### config.mk
export PLATFORM = sky130hd
export DESIGN_NAME = delay_line_ctrl
export DESIGN_NICKNAME = d
export VERILOG_FILES = /design/src/rtl/delay_line_ctrl.sv
export SDC_FILE = /design/constraint.sdc
export NUM_CORES = 1
export LEC_CHECK = 0
export BUFFER_PORTS_ARGS = -buffer_cell sky130_fd_sc_hd__buf_2
export CAP_MARGIN = 20
export CORE_MARGIN = 8
export CORE_UTILIZATION = 30
export DETAILED_ROUTE_END_ITERATION = 12
export SETUP_SLACK_MARGIN = 0.4
export SLEW_MARGIN = 20
export SYNTH_ARGS = -nofsm -noshare
export SYNTH_HDL_FRONTEND = slang
export SYNTH_SLANG_ARGS = --single-unit
### constraint.sdc
create_clock -name clk -period 3.55 [get_ports clk]
set_input_delay 0 -clock clk [delete_from_list [all_inputs] [get_ports clk]]
set_output_delay 0 -clock clk [all_outputs]
set_load 0.02 [all_outputs]
### src/rtl/delay_line_ctrl.sv
// ---------------------------------------------------------------------------
// delay_line_ctrl
//
// Controller for a delay line. It does three jobs:
//   * Detects bursts on the received signal and enables the tri-state output
//     driver while the burst and its delayed tail are replayed.
//   * Loads new delay lengths through a valid/ready handshake. A load is only
//     accepted between bursts, and every load flushes the line.
//   * Enforces a dead time after every burst and every reload.
//
// Optional feature: define DELAY_LINE_CTRL_TIMEOUT_EN to add a burst timeout.
// When enabled, a burst longer than MAX_BURST cycles is forced to end and the
// sticky overrun flag is set. When undefined, overrun is tied low.
//
// Ports
//   clk        in   system clock (PLL output), the only clock
//   reset      in   synchronous, active-high reset
//   in_sig     in   raw asynchronous received signal
//   cfg_delay  in   requested delay length [DW-1:0]
//   cfg_valid  in   cfg_delay valid; held by the source until accepted
//   cfg_ready  out  controller can accept cfg_delay (IDLE only)
//   delay_len  out  delay length applied to the delay line [DW-1:0]
//   dl_flush   out  one-cycle clear of the delay line contents
//   out_en     out  output driver enable (registered)
//   busy       out  FSM is in any state other than IDLE
//   overrun    out  sticky burst-timeout flag
// ---------------------------------------------------------------------------
module delay_line_ctrl #(
    parameter int DW            = 16,
    parameter int DEFAULT_DELAY = 1000,
    parameter int MAX_DELAY     = 65535,
    parameter int HOLD_CYCLES   = 16,
    parameter int GUARD_CYCLES  = 64,
    parameter int MAX_BURST     = 1000000,
    parameter bit IDLE_LEVEL    = 1'b1
) (
    input  logic          clk,
    input  logic          reset,
    input  logic          in_sig,
    input  logic [DW-1:0] cfg_delay,
    input  logic          cfg_valid,
    output logic          cfg_ready,
    output logic [DW-1:0] delay_len,
    output logic          dl_flush,
    output logic          out_en,
    output logic          busy,
    output logic          overrun
);

    localparam logic [DW-1:0] DEF_LEN    = DW'(DEFAULT_DELAY);
    localparam logic [DW-1:0] MAX_LEN    = DW'(MAX_DELAY);
    localparam logic [DW+1:0] HOLD_W     = (DW+2)'(HOLD_CYCLES);
    localparam int            GW         = (GUARD_CYCLES > 1) ? $clog2(GUARD_CYCLES) : 1;
    localparam logic [GW-1:0] GUARD_LAST = GW'(GUARD_CYCLES - 1);

    // Reject parameter sets that would make the counters meaningless.
    if (GUARD_CYCLES < 1) begin : g_bad_guard
        $error("delay_line_ctrl: GUARD_CYCLES must be at least 1");
    end
    if (MAX_BURST < 1) begin : g_bad_burst
        $error("delay_line_ctrl: MAX_BURST must be at least 1");
    end

    typedef enum logic [1:0] {
        ST_IDLE   = 2'd0,
        ST_ACTIVE = 2'd1,
        ST_GUARD  = 2'd2,
        ST_LOAD   = 2'd3
    } state_t;

    state_t        r_state;
    logic          r_sync1;
    logic          r_sync2;
    logic [DW-1:0] r_delay_len;
    logic [DW-1:0] r_burst_len;   // delay_len snapshot taken at burst start
    logic [DW-1:0] r_cfg_data;    // cfg_delay captured on the handshake edge
    logic [DW:0]   r_quiet_cnt;
    logic [GW-1:0] r_guard_cnt;
    logic          r_out_en;
    logic          r_dl_flush;

    logic          w_in_active;
    logic [DW+1:0] w_quiet_lim;
    logic          w_quiet_done;
    logic [DW-1:0] w_clamped;

    // Line is considered active whenever the synchronised level leaves idle.
    assign w_in_active = (r_sync2 != IDLE_LEVEL);

    // The quiet limit is built one bit wider than quiet_cnt, so the sum of
    // the delay length and the hold time cannot wrap.
    assign w_quiet_lim  = {2'b00, r_burst_len} + HOLD_W;
    assign w_quiet_done = ({1'b0, r_quiet_cnt} == w_quiet_lim);

    // A zero-length line is not meaningful, so 0 loads 1. Oversize values
    // load MAX_DELAY.
    always_comb begin
        w_clamped = r_cfg_data;
        if (r_cfg_data == '0)
            w_clamped = DW'(1);
        else if (r_cfg_data > MAX_LEN)
            w_clamped = MAX_LEN;
    end

`ifdef DELAY_LINE_CTRL_TIMEOUT_EN
    localparam logic [31:0] BURST_LAST = 32'(MAX_BURST - 1);
    logic [31:0] r_burst_cnt;
    logic        r_overrun;
    logic        w_timeout;

    assign w_timeout = (r_burst_cnt == BURST_LAST);
    assign overrun   = r_overrun;
`else
    assign overrun   = 1'b0;
`endif

    // Two-flop synchroniser. The flops reset to the idle level, so reset
    // cannot look like the start of a burst.
    always_ff @(posedge clk) begin
        if (reset) begin
            r_sync1 <= IDLE_LEVEL;
            r_sync2 <= IDLE_LEVEL;
        end else begin
            r_sync1 <= in_sig;
            r_sync2 <= r_sync1;
        end
    end

    // Main FSM. out_en and dl_flush are registered, so there is no
    // combinational path from in_sig to the driver enable.
    always_ff @(posedge clk) begin
        if (reset) begin
            r_state     <= ST_IDLE;
            r_delay_len <= DEF_LEN;
            r_burst_len <= DEF_LEN;
            r_cfg_data  <= '0;
            r_quiet_cnt <= '0;
            r_guard_cnt <= '0;
            r_out_en    <= 1'b0;
            r_dl_flush  <= 1'b0;
`ifdef DELAY_LINE_CTRL_TIMEOUT_EN
            r_burst_cnt <= '0;
            r_overrun   <= 1'b0;
`endif
        end else begin
            r_dl_flush <= 1'b0;
            case (r_state)
                ST_IDLE: begin
                    // A reload takes priority over a burst seen in the same
                    // cycle. That burst is picked up once the guard ends.
                    if (cfg_valid) begin
                        r_state    <= ST_LOAD;
                        r_cfg_data <= cfg_delay;
                        r_dl_flush <= 1'b1;
                    end else if (w_in_active) begin
                        r_state     <= ST_ACTIVE;
                        r_out_en    <= 1'b1;
                        r_quiet_cnt <= '0;
                        r_burst_len <= r_delay_len;
`ifdef DELAY_LINE_CTRL_TIMEOUT_EN
                        r_burst_cnt <= '0;
`endif
                    end
                end

                ST_ACTIVE: begin
`ifdef DELAY_LINE_CTRL_TIMEOUT_EN
                    r_burst_cnt <= r_burst_cnt + 32'd1;
                    if (w_timeout) begin
                        r_state     <= ST_GUARD;
                        r_out_en    <= 1'b0;
                        r_guard_cnt <= '0;
                        r_overrun   <= 1'b1;
                    end else
`endif
                    // Fresh activity restarts the quiet window, even on the
                    // cycle the window would otherwise have expired.
                    if (w_in_active) begin
                        r_quiet_cnt <= '0;
                    end else if (w_quiet_done) begin
                        r_state     <= ST_GUARD;
                        r_out_en    <= 1'b0;
                        r_guard_cnt <= '0;
                    end else if (r_quiet_cnt != '1) begin
                        r_quiet_cnt <= r_quiet_cnt + (DW+1)'(1);
                    end
                end

                ST_GUARD: begin
                    if (r_guard_cnt == GUARD_LAST) begin
                        r_state <= ST_IDLE;
                    end else begin
                        r_guard_cnt <= r_guard_cnt + GW'(1);
                    end
                end

                ST_LOAD: begin
                    r_delay_len <= w_clamped;
                    r_state     <= ST_GUARD;
                    r_guard_cnt <= '0;
                end

                default: begin
                    r_state  <= ST_IDLE;
                    r_out_en <= 1'b0;
                end
            endcase
        end
    end

    assign cfg_ready = (r_state == ST_IDLE);
    assign busy      = (r_state != ST_IDLE);
    assign delay_len = r_delay_len;
    assign dl_flush  = r_dl_flush;
    assign out_en    = r_out_en;

endmodule
==> results.md, run 1 <==
* Status: finished, final reports clean
* Combinational group share of total power at 0.115
* Nets at 522
* Synth Instances at 455
* Rel. slew slack at 0.6039
* Worst-path cell chain: ha_1, nand3_1, nor3_2, and3_1, and3_1, and3_1, and3_1, ha_1, inv_2, nand3_2, a31oi_4, buf_12, a41oi_1, a311oi_2
* Avg WL per Cell at 13.44 µm
* CP max stage delay at 0.35 ns
* Die X at 128.6 µm
* All-Layer GR Usage at 0.1144
* Syn_nets at 479
* Core Rows at 41
* IO buf count at 39
* Root Buffer: clkbuf_16
* Ys flop type: dfxtp_1
* Power per cell area at 457.9 mW/mm²
* Clk buf depth at 2
* Post-Route Skew at 0.01039 ns
* Max-cap violations at 0
* Vias per cell at just under 5
* EDFF count, synth at 0
* Largest delay share family, worst path: simple AND/OR/NAND/NOR gates
* Starting density of the core at 0.3037
* RSZ-0062 raised after global routing: false
* Final WL at 9070 µm
* Crit path max fanout at 15
* Vias in the first global route at ~3,300
* Clk slew on worst S/H paths at 0.06 ns
* Cell Area, Synth at 0.003801 mm²
* Proportion of layout cells with a drive suffix above 1 at 0.1769
* Warnings, synthesis at 0
* Number of antenna diodes at 0
* Drt first pass iters at 4
* Fin worst setup slack at 0.5974 ns
* Worst Path Required at 3.80 ns
* Core area at 0.01252 mm²
* Residual DRC at 0
* Number of routed nets with antenna violations at 0
* Clock sinks at 77
* DR vias at 3,285
* CP Buf/Inv Count at 2
* Finished Layout Cells at between 600 and 700
* Hold Crit Class: in2reg
* Register area share after synthesis at 0.4055
* Internal power at roughly 1.6 mW
* Netlist cell types at 66
* Max Slew Vio Count at 0
* Final hold violations at 0
* WP data arrival at 3.21 ns
* Max Freq at 0.3387 GHz
* TritonCTS clock tree: done
* CP Class: reg2reg
* Worst path most repeated cell: and3_1
* Fillers at 1,305
* Critical path startpoint category: flop
* Remaining Overflow, GRT at 0
* Switch share at 0.2597
* Chip height at 128.6 µm
* TNS Setup at 0 ns
* Tmin final at approximately 3 ns
* Peak supply drop at 0.2390 mV
* First-pass GRT wire length at 15,610 µm
* Placement Setup Slack at 0.3052 ns
* Endpoint class of the critical path: flop
* Clock buffer count from CTS at 9
* Power share of the clock group at 0.439
* Die area at 0.01653 mm²
* FFs w/ async S/R, synth at 0
* RePlAce Congestion at about 0.78
* Sequential Power Share at 0.446
* Syn avg cell area at 8.354 µm²
* H-tree depth at 3
* Placed cells at 640
* Switching power at 0.5510 mW
* Most frequent cells in the layout: nand2_1 (112), dfxtp_1 (75), a21oi_1 (53)
* Initial antenna violation count at 0
* LEAKAGE at 1.716 nW
* Area delta synth->final at 21.89%
* Final period util at 0.8317
* Iter 0 DRT Violations at around 120
* Max stage delay cell, worst path: dfxtp_2
* Slew @ Worst Pin at 0.5941 ns
* HPWL Detailed at 6574 µm
* Final setup viols at 0
* Yosys reg bits at 77
* Largest net degree at the start of global routing at 48
* Clock latency on the worst-skew pair at 0.34 ns
* Most common cell after layout, fill and taps aside: nand2_1
* I/O pins at 41
## final cells by class
cell class / count / area, µm² / share of cell area
clock buffers: 10 / 239.0 / 0.05158
multi-input cells: 344 / 2122 / 0.4580
inverters: 3 / 11.26 / 0.002430
clock inverters: 6 / 68.82 / 0.01485
flip-flops and latches: 77 / 1544 / 0.3332
well taps: 172 / 215.2 / 0.04645
repair buffers: 63 / 432.9 / 0.09344
## routing by layer
metal	track usage	vias up	wire, µm
li1	-	1706	-
met2	0.1903	51	4336
met3	0.02607	14	297
met5	0	-	0
met1	0.1431	1514	4312
met4	0.03801	0	125
## path summary, 6_finish.rpt
kind                            depth (start not counted)            from  slack (ns)               to
worst min register to register                          1         r_sync1        0.41          r_sync2
worst min-delay path                                    2           reset        0.15         dl_flush
worst max register to register                         14  r_quiet_cnt[0]        0.60  r_quiet_cnt[15]
worst max-delay path                                   14  r_quiet_cnt[0]        0.60  r_quiet_cnt[15]
## cells by family (layout without fill, tap and decap cells)
family | Yosys count | in the layout | synth area share
flip-flops | 77 | 77 | 0.4055
buffers and inverters | 34 | 82 | 0.04016
multiplexers | 2 | 2 | 0.005267
AO/OA/AOI/OAI | 112 | 112 | 0.2215
XOR/XNOR | 16 | 16 | 0.03687
AND/OR/NAND/NOR | 209 | 209 | 0.2765
other | 1 | 1 | 0.0009865
adder cells (fa/ha/maj) | 4 | 4 | 0.01317
## synth_stat cells, types with 3 or more instances
master    count  area [µm²]
nand2b_1     10       62.56
and2_1        5       31.28
clkbuf_1     22       82.58
dfxtp_1      77        1541
buf_2         5       25.02
nor3_1        8       40.04
o21a_1        6       45.04
xnor2_1       8       70.07
or2_2         5       31.28
ha_1          4       50.05
and3_1        7       43.79
a41oi_1       4       35.03
xor2_1        8       70.07
a211oi_1     10       75.07
a311oi_1      7       61.31
nor2_1       11       41.29
nand3b_1     13       97.59
o21ai_0       4       20.02
nor4_1        8       50.05
a21oi_1      53       265.3
inv_1         3       11.26
nand3_1       9       45.04
nand4b_1      3       26.28
nand2_1     112       420.4
## repair_timing
action,in CTS,in global routing
pin swaps,1,1
setup buffers,1,0
hold endpoints to repair,18,0
endpoints found under the setup margin,16,17
hold buffers,18,0
resized for setup,2,3
## power groups by stage
stage	sequential, mW	combinational (mW)	clock [mW]
6_report	0.947	0.243	0.932
3_5_place_dp	0.965	0.225	0
3_3_place_gp	0.964	0.220	0
4_1_cts	0.946	0.247	0.957
5_1_grt	0.953	0.274	0.992
2_1_floorplan	0.955	0.172	0
## registers in the layout (all words and copies together) (netlist names), 2 cells and up
register and count:
r_state 2, r_quiet_cnt 17, r_cfg_data 16, r_burst_len 16
delay_len 16, r_guard_cnt 6
## worst reg2reg max path: cells and delay by family, from the launching register on
family,cells,cell delay [ns]
AOI/OAI and AO/OA,3,0.64
adders and majority gates,2,0.43
buffers and inverters,2,0.28
DFF,1,0.35
and+or+nand+nor,7,1.18
## stage by stage
| stage | util | power, mW | instance area (µm²) | hold WS (ns) |
|---|---|---|---|---|
| finish | 0.3702 | 2.122 | 4633 | 0.1456 |
| global route | 0.3702 | 2.218 | 4633 | 0.1887 |
| global placement | 0.3286 | 1.184 | 4113 | 0.1824 |
| detailed placement | 0.3286 | 1.190 | 4113 | 0.1897 |
| CTS | 0.3700 | 2.150 | 4631 | 0.1466 |
| floorplan | - | 1.127 | 3801 | 0.1038 |
(Power assumes the default switching activity.)
==> run 2: changes to the inputs <==
Settings changed: ABC_AREA from default to 1.
Clock period 3.55 ns to 2.8 ns, I/O delays scaled along.
==> results.md, run 2 <==
* FF-to-FF End: r_quiet_cnt[0]
* Max Freq at 0.4291 GHz (+27%)
* Cell Area, Synth at 0.003911 mm² (+2.9%)
* Root Buffer: clkbuf_16
* Area delta synth->final at 27.61%
* Synth Instances at 577 (+27%)
* Status: finished, final reports clean
* Residual DRC at 0 (unchanged)
* Reg2Reg Setup Slack at 0.47 ns (-0.13 ns)
* Most common cell after layout, fill and taps aside: nand2_1
* First-pass GRT wire length at 16,680 µm (+6.9%)
* Clock sinks at 77 (unchanged)
* Post-synth top cells: nand2_1 (124), dfxtp_1 (77), inv_1 (64)
* Core Rows at 41 (unchanged)
* Final hold violations at 0 (unchanged)
* Yosys reg bits at 77 (unchanged)
* IO buf count at 39 (unchanged)
* Ys flop type: dfxtp_1
* Nets at 659 (+26%)
* Syn avg cell area at 6.779 µm² (-19%)
* Clk buf depth at 2 (unchanged)
* CP Class: reg2reg
* EDFF count, synth at 0 (unchanged)
* Peak supply drop at 0.2978 mV (+25%)
* WP data arrival at 2.59 ns (-0.62 ns)
* DR vias at 3,903 (+19%)
* Proportion of layout cells with a drive suffix above 1 at 0.1953 (+0.01837)
* Largest Register: r_quiet_cnt
* Synth top area cells: dfxtp_1 (39%), nand2_1 (12%), a21oi_1 (7.9%), nand3_1 (7.0%), inv_1 (6.1%)
* Number of antenna diodes at 0 (unchanged)
* Slew @ Worst Pin at 0.7255 ns (+0.1314 ns)
* Netlist cell types at 37 (-44%)
* LEAKAGE at 2.091 nW (+22%)
* Area leader, netlist: dfxtp_1
* FFs w/ async S/R, synth at 0 (unchanged)
* Endpoint class of the critical path: flop
* Worst path most repeated cell: inv_2
* CP Buf/Inv Count at 3 (+1)
* Remaining Overflow, GRT at 0 (unchanged)
* Drt first pass iters at 5 (+1)
* Max Slew Vio Count at 0 (unchanged)
* Final Power at 3.418 mW (+61%)
* RePlAce Congestion at 0.8290 (+6.1%)
* Clk slew on worst S/H paths at 0.06 ns (about the same)
* RR Startpoint: r_quiet_cnt[1]
* Largest delay share family, worst path: simple AND/OR/NAND/NOR gates
* Final period util at 0.8322 (about the same)
* Starting density of the core at 0.3087 (+0.005001)
* Crit path max fanout at 6 (-9)
* Die X at 130.2 µm (+1.3%)
* TNS Setup at 0 ns (unchanged)
* Hold path depth at 2 (unchanged)
* Tmin final at 2.330 ns (-0.6223 ns)
* TritonCTS clock tree: done
* Number of routed nets with antenna violations at 0 (unchanged)
* Worst Path Required at 3.06 ns (-0.74 ns)
* Register area share after synthesis at 0.3941 (-0.01142)
* Hold_ws at 0.007952 ns (-0.1377 ns)
* Clock buffer count from CTS at 9 (unchanged)
* Max-cap violations at 0 (unchanged)
* Max reg flops at 17 (unchanged)
* Finished Layout Cells at 812 (+20%)
* Hold EP: dl_flush
* R2R depth at 18 (+4)
* H-tree depth at 3 (unchanged)
* Rel. slew slack at 0.5158 (-0.08813)
* Count leader, synth: nand2_1
* Post-Route Skew at 0.009049 ns (-0.001339 ns)
* Die area at 0.01695 mm² (+2.5%)
* All-Layer GR Usage at 0.1207 (+0.006256)
* RSZ-0062 raised after global routing: true
* Clock latency on the worst-skew pair at 0.33 ns (about the same)
* I/O pins at 41 (unchanged)
* Max stage delay cell, worst path: dfxtp_4
* Iter 0 DRT Violations at 161 (+33%)
* Core area at 0.01267 mm² (+1.2%)
* Worst-path cell chain: ha_4, nand3_2, nor2_2, inv_2, nor2_4, inv_2, nor2_4, nand2_2, nor3_2, nand4_1, nor2_1, ha_2, inv_2, nand2_8, nand2_8, nand3_2, nand2_2, nor2_2
* HPWL Detailed at 6967 µm (+6.0%)
* Final setup viols at 0 (unchanged)
* Vias per cell at 4.807 (-1.2%)
* Placed cells at 769 (+20%)
* Avg WL per Cell at 12.42 µm (-7.5%)
* Critical path startpoint category: flop
* CP max stage delay at 0.37 ns (+0.02 ns)
* Power per cell area at 684.9 mW/mm² (+50%)
* Synth top area share at 0.3941 (-0.01142)
* Vias in the first global route at 3,617 (+9.8%)
* Initial antenna violation count at 0 (unchanged)
* Most frequent cells in the layout: nand2_1 (122), dfxtp_1 (74), inv_1 (61)
* Worst hold start: reset
* Warnings, synthesis at 0 (unchanged)
* Syn_nets at 601 (+25%)
* Largest net degree at the start of global routing at 35 (-27%)
* Chip height at 130.2 µm (+1.3%)
* Hold Crit Class: in2reg
* Final WL at 10,090 µm (+11%)
run 2: cell types whose count changed after synthesis, sizes merged, moves of 10 or more:
cell    previous run  this run
inv                3        65
nand2b            10         0
o21ai              4        46
nand3b            13         0
nor2              11        62
a211oi            11         0
nand3             11        59
nand2            112       128
run 2: layout make-up:
cell class                      count  area [µm²]
Multi-Input combinational cell    414        2222
Clock buffer                       10       239.0
Inverter                           66       247.7
Sequential cell                    77        1550
Fill cell                        1311        7680
Tap cell                          172       215.2
Timing Repair Buffer               67       447.9
Clock inverter                      6       68.82
run 2: how the worst max path moves through the flow:
stage | start | endpoint | slack [ns] | depth (start not counted)
floorplan | r_quiet_cnt[0] | r_quiet_cnt[3] | 0.67 | 18
global placement | r_quiet_cnt[0] | r_quiet_cnt[1] | 0.44 | 17
detailed placement | r_quiet_cnt[0] | r_quiet_cnt[0] | 0.35 | 17
CTS | r_quiet_cnt[0] | r_quiet_cnt[1] | 0.43 | 17
global route | r_quiet_cnt[1] | r_quiet_cnt[0] | 0.29 | 18
finish | r_quiet_cnt[1] | r_quiet_cnt[0] | 0.47 | 18
run 2: through the flow:
step	util	area (µm²)	setup slack [ns]
after floorplan	-	3911	0.6660
after global placement	0.3346	4239	0.4442
after detailed placement	0.3346	4239	0.3509
after CTS	0.3751	4753	0.4350
after global routing	0.3939	4991	0.2861
final	0.3939	4991	0.4697
run 2: repair_timing:
item / CTS / global route
setup buffers: 0 / 5
pin swaps: 1 / 15
hold buffers: 17 / 0
setup endpoints to repair: 17 / 17
resized for setup: 5 / 38
hold endpoints to repair: 17 / 0
gates cloned: 1 / 4
run 2: routing by layer:
metal	vias up	global-route usage	part of all wire
li1	2004	-	-
met1	1802	0.1450	0.46
met2	83	0.2044	0.49
met3	14	0.03019	0.039
met4	0	0.04303	0.016
met5	-	0	0
run 2: worst register-to-register path, cell delays in order, from the launching register on:
cell     delay [ns]
dfxtp_4        0.37
ha_4           0.14
nand3_2        0.08
nor2_2         0.13
inv_2          0.06
nor2_4         0.11
inv_2          0.06
nor2_4         0.11
nand2_2        0.07
nor3_2         0.17
nand4_1        0.09
nor2_1         0.13
ha_2           0.18
inv_2          0.06
nand2_8        0.16
nand2_8        0.10
nand3_2        0.11
nand2_2        0.05
nor2_2         0.10
run 2: cell families (layout without fill, tap and decap cells):
| logic type | after synthesis | in the layout | share of synthesized area |
|---|---|---|---|
| AO/OA/AOI/OAI | 118 | 118 | 0.1574 |
| flip-flops | 77 | 77 | 0.3941 |
| adder cells (fa/ha/maj) | 4 | 4 | 0.01280 |
| XOR/XNOR | 11 | 11 | 0.02463 |
| other | 1 | 1 | 0.0009588 |
| buffers and inverters | 91 | 149 | 0.09661 |
| AND/OR/NAND/NOR | 275 | 280 | 0.3135 |
run 2: where the power goes:
part | leakage (nW) | switching [mW] | internal [mW]
combinational | 1.31 | 0.523 | 0.322
clock | 0.149 | 0.469 | 0.721
sequential | 0.632 | 0.149 | 1.24
==> run 3: changes to the inputs <==
Clock period 2.8 ns to 2.1 ns, I/O delays scaled along.
==> results.md, run 3 (synthesis results as in run 2) <==
* Starting density of the core at 0.3087 (unchanged)
* Vias in the first global route at 3,784 (+4.6%)
* Status: complete, but fails checks
* Clock latency on the worst-skew pair at 0.34 ns (about the same)
* Worst Path Required at 2.33 ns (-0.73 ns)
* Switching power at 1.623 mW (+42%)
* Max reg flops at 17 (unchanged)
* H-tree depth at 3 (unchanged)
* Post-Route Skew at 0.008162 ns (-0.0008869 ns)
* Reg2Reg Setup Slack at -0.18 ns (-0.65 ns)
* Final setup viols at 19 (+19)
* Combinational group share of total power at 0.268 (+0.021)
* Placed cells at 781 (+1.6%)
* Largest delay share family, worst path: simple AND/OR/NAND/NOR gates
* Die area at 0.01695 mm² (unchanged)
* Core Rows at 41 (unchanged)
* Critical path startpoint category: flop
* Vias per cell at 4.786 (-0.43%)
* CP Class: reg2reg
* Worst-path cell chain: ha_4, nand3_2, nor2_1, inv_1, nor2_2, inv_2, nor2_4, nand2_2, nor3_2, nand4_1, nor2_1, ha_2, inv_2, nand2_8, nand2_8, a21oi_4, nor2_1
* Remaining Overflow, GRT at 0 (unchanged)
* Proportion of layout cells with a drive suffix above 1 at 0.2586 (+0.06328)
* HPWL Detailed at 7074 µm (+1.5%)
* Die X at 130.2 µm (unchanged)
* Power per cell area at 887.9 mW/mm² (+30%)
* Max Slew Vio Count at 0 (unchanged)
* RSZ-0062 raised after global routing: true
* Largest net degree at the start of global routing at 47 (+34%)
* Sequential Power Share at 0.388 (-0.017)
* Drt first pass iters at 4 (-1)
* Chip height at 130.2 µm (unchanged)
* Design area at 0.005291 mm² (+6.0%)
* Iter 0 DRT Violations at 265 (+65%)
* Initial antenna violation count at 0 (unchanged)
* Tmin final at 2.281 ns (-0.04926 ns)
* TritonCTS clock tree: done
* Crit path max fanout at 8 (+2)
* Finished Layout Cells at 841 (+3.6%)
* Clock buffer count from CTS at 9 (unchanged)
* Switch share at 0.3455 (+0.01173)
* Most common cell after layout, fill and taps aside: nand2_1
* Root Buffer: clkbuf_16
* Clk buf depth at 2 (unchanged)
* Post-DP Area at 0.004364 mm² (+3.0%)
* Max stage delay cell, worst path: dfxtp_2
* I/O pins at 41 (unchanged)
* Core area at 0.01267 mm² (unchanged)
* Area delta synth->final at 35.28%
* Hold Crit Class: in2reg
* Fin worst setup slack at -0.1810 ns (-0.6507 ns)
* IO buf count at 39 (unchanged)
* Rel. slew slack at 0.5022 (-0.01353)
* Violated checks: negative setup slack
* Worst path most repeated cell: nor2_1
* Most frequent cells in the layout: nand2_1 (116), dfxtp_1 (71), inv_1 (60)
* LEAKAGE at 2.243 nW (+7.3%)
* Largest Register: r_quiet_cnt
* Clock sinks at 77 (unchanged)
* Final hold violations at 0 (unchanged)
* Peak supply drop at 0.4214 mV (+41%)
* Clk slew on worst S/H paths at 0.07 ns (about the same)
* All-Layer GR Usage at 0.1304 (+0.009651)
* Number of routed nets with antenna violations at 0 (unchanged)
* Final period util at 1.086 (+0.2540)
* Internal power at 3.075 mW (+35%)
* DR vias at 4,025 (+3.1%)
* Slew @ Worst Pin at 0.7417 ns (+0.01612 ns)
* Residual DRC at 0 (unchanged)
* First-pass GRT wire length at 17,720 µm (+6.2%)
* Nets at 688 (+4.4%)
* CP max stage delay at 0.35 ns (-0.02 ns)
* RePlAce Congestion at 0.8726 (+5.3%)
* WP data arrival at 2.51 ns (-0.08 ns)
* CP Buf/Inv Count at 3 (unchanged)
* Max Freq at 0.4384 GHz (+2.2%)
* Max-cap violations at 0 (unchanged)
* Endpoint class of the critical path: flop
* Power share of the clock group at 0.344 (-0.004)
* Final WL at 11,000 µm (+9.0%)
* Avg WL per Cell at 13.08 µm (+5.3%)
* Number of antenna diodes at 0 (unchanged)
run 3: cell count changes in the layout (fill, tap and decap cells not counted), sizes merged:
cell,change
clkinvlp,-1
clkbuf,-1
buf,+28
inv,+2
nand2,+1
run 3: stage by stage:
step	hold slack, ns	setup TNS [ns]	setup WS (ns)	power [mW]	utilization
2_1_floorplan	0.09972	0	0.01220	2.600	-
3_3_place_gp	0.1829	-2.610	-0.1595	2.890	0.3444
3_5_place_dp	0.1964	-4.616	-0.2949	2.923	0.3444
4_1_cts	0.002717	-1.806	-0.1138	4.616	0.4045
5_1_grt	0.02735	-6.129	-0.3421	4.952	0.4176
6_report	0.01491	-2.447	-0.1810	4.698	0.4176
run 3: area by class of cell:
type	instances	area, µm²
Inverter	66	247.7
Clock inverter	7	81.33
Tap cell	172	215.2
Timing Repair Buffer	95	665.6
Multi-Input combinational cell	415	2305
Clock buffer	9	225.2
Fill cell	1263	7380
Sequential cell	77	1551
run 3: power by group through the flow:
| stage | sequential, mW | combinational, mW | clock [mW] |
|---|---|---|---|
| after floorplan | 1.84 | 0.762 | 0 |
| after global placement | 1.84 | 1.05 | 0 |
| after detailed placement | 1.84 | 1.08 | 0 |
| after CTS | 1.81 | 1.17 | 1.63 |
| after global routing | 1.85 | 1.41 | 1.70 |
| final | 1.82 | 1.26 | 1.61 |
run 3: final timing paths:
path / cells past startpoint / end / start
worst max-delay path: 17 / r_quiet_cnt[8] / r_quiet_cnt[1]
worst min-delay path: 2 / r_guard_cnt[2] / reset
worst max register to register: 17 / r_quiet_cnt[8] / r_quiet_cnt[1]
worst min register to register: 1 / r_sync2 / r_sync1
run 3: routing by layer:
| layer | GRT usage | share of wire | vias to the layer above |
|---|---|---|---|
| met5 | 0 | 0 | - |
| met4 | 0.05738 | 0.023 | 0 |
| met3 | 0.02489 | 0.035 | 19 |
| met2 | 0.2252 | 0.49 | 70 |
| met1 | 0.1538 | 0.45 | 1868 |
| li1 | - | - | 2068 |
run 3: repair_timing:
item,in CTS,in global routing
cloned,4,2
hold buffers,17,0
setup endpoints to repair,26,37
pin swaps,4,11
setup buffers,18,3
endpoints found under the hold margin,17,0
resized for setup,23,33
run 3: worst register-to-register path, stage by stage (launching register included):
cell	delay [ns]
dfxtp_2	0.35
ha_4	0.14
nand3_2	0.08
nor2_1	0.10
inv_1	0.07
nor2_2	0.11
inv_2	0.07
nor2_4	0.10
nand2_2	0.06
nor3_2	0.10
nand4_1	0.09
nor2_1	0.14
ha_2	0.19
inv_2	0.06
nand2_8	0.16
nand2_8	0.12
a21oi_4	0.17
nor2_1	0.05
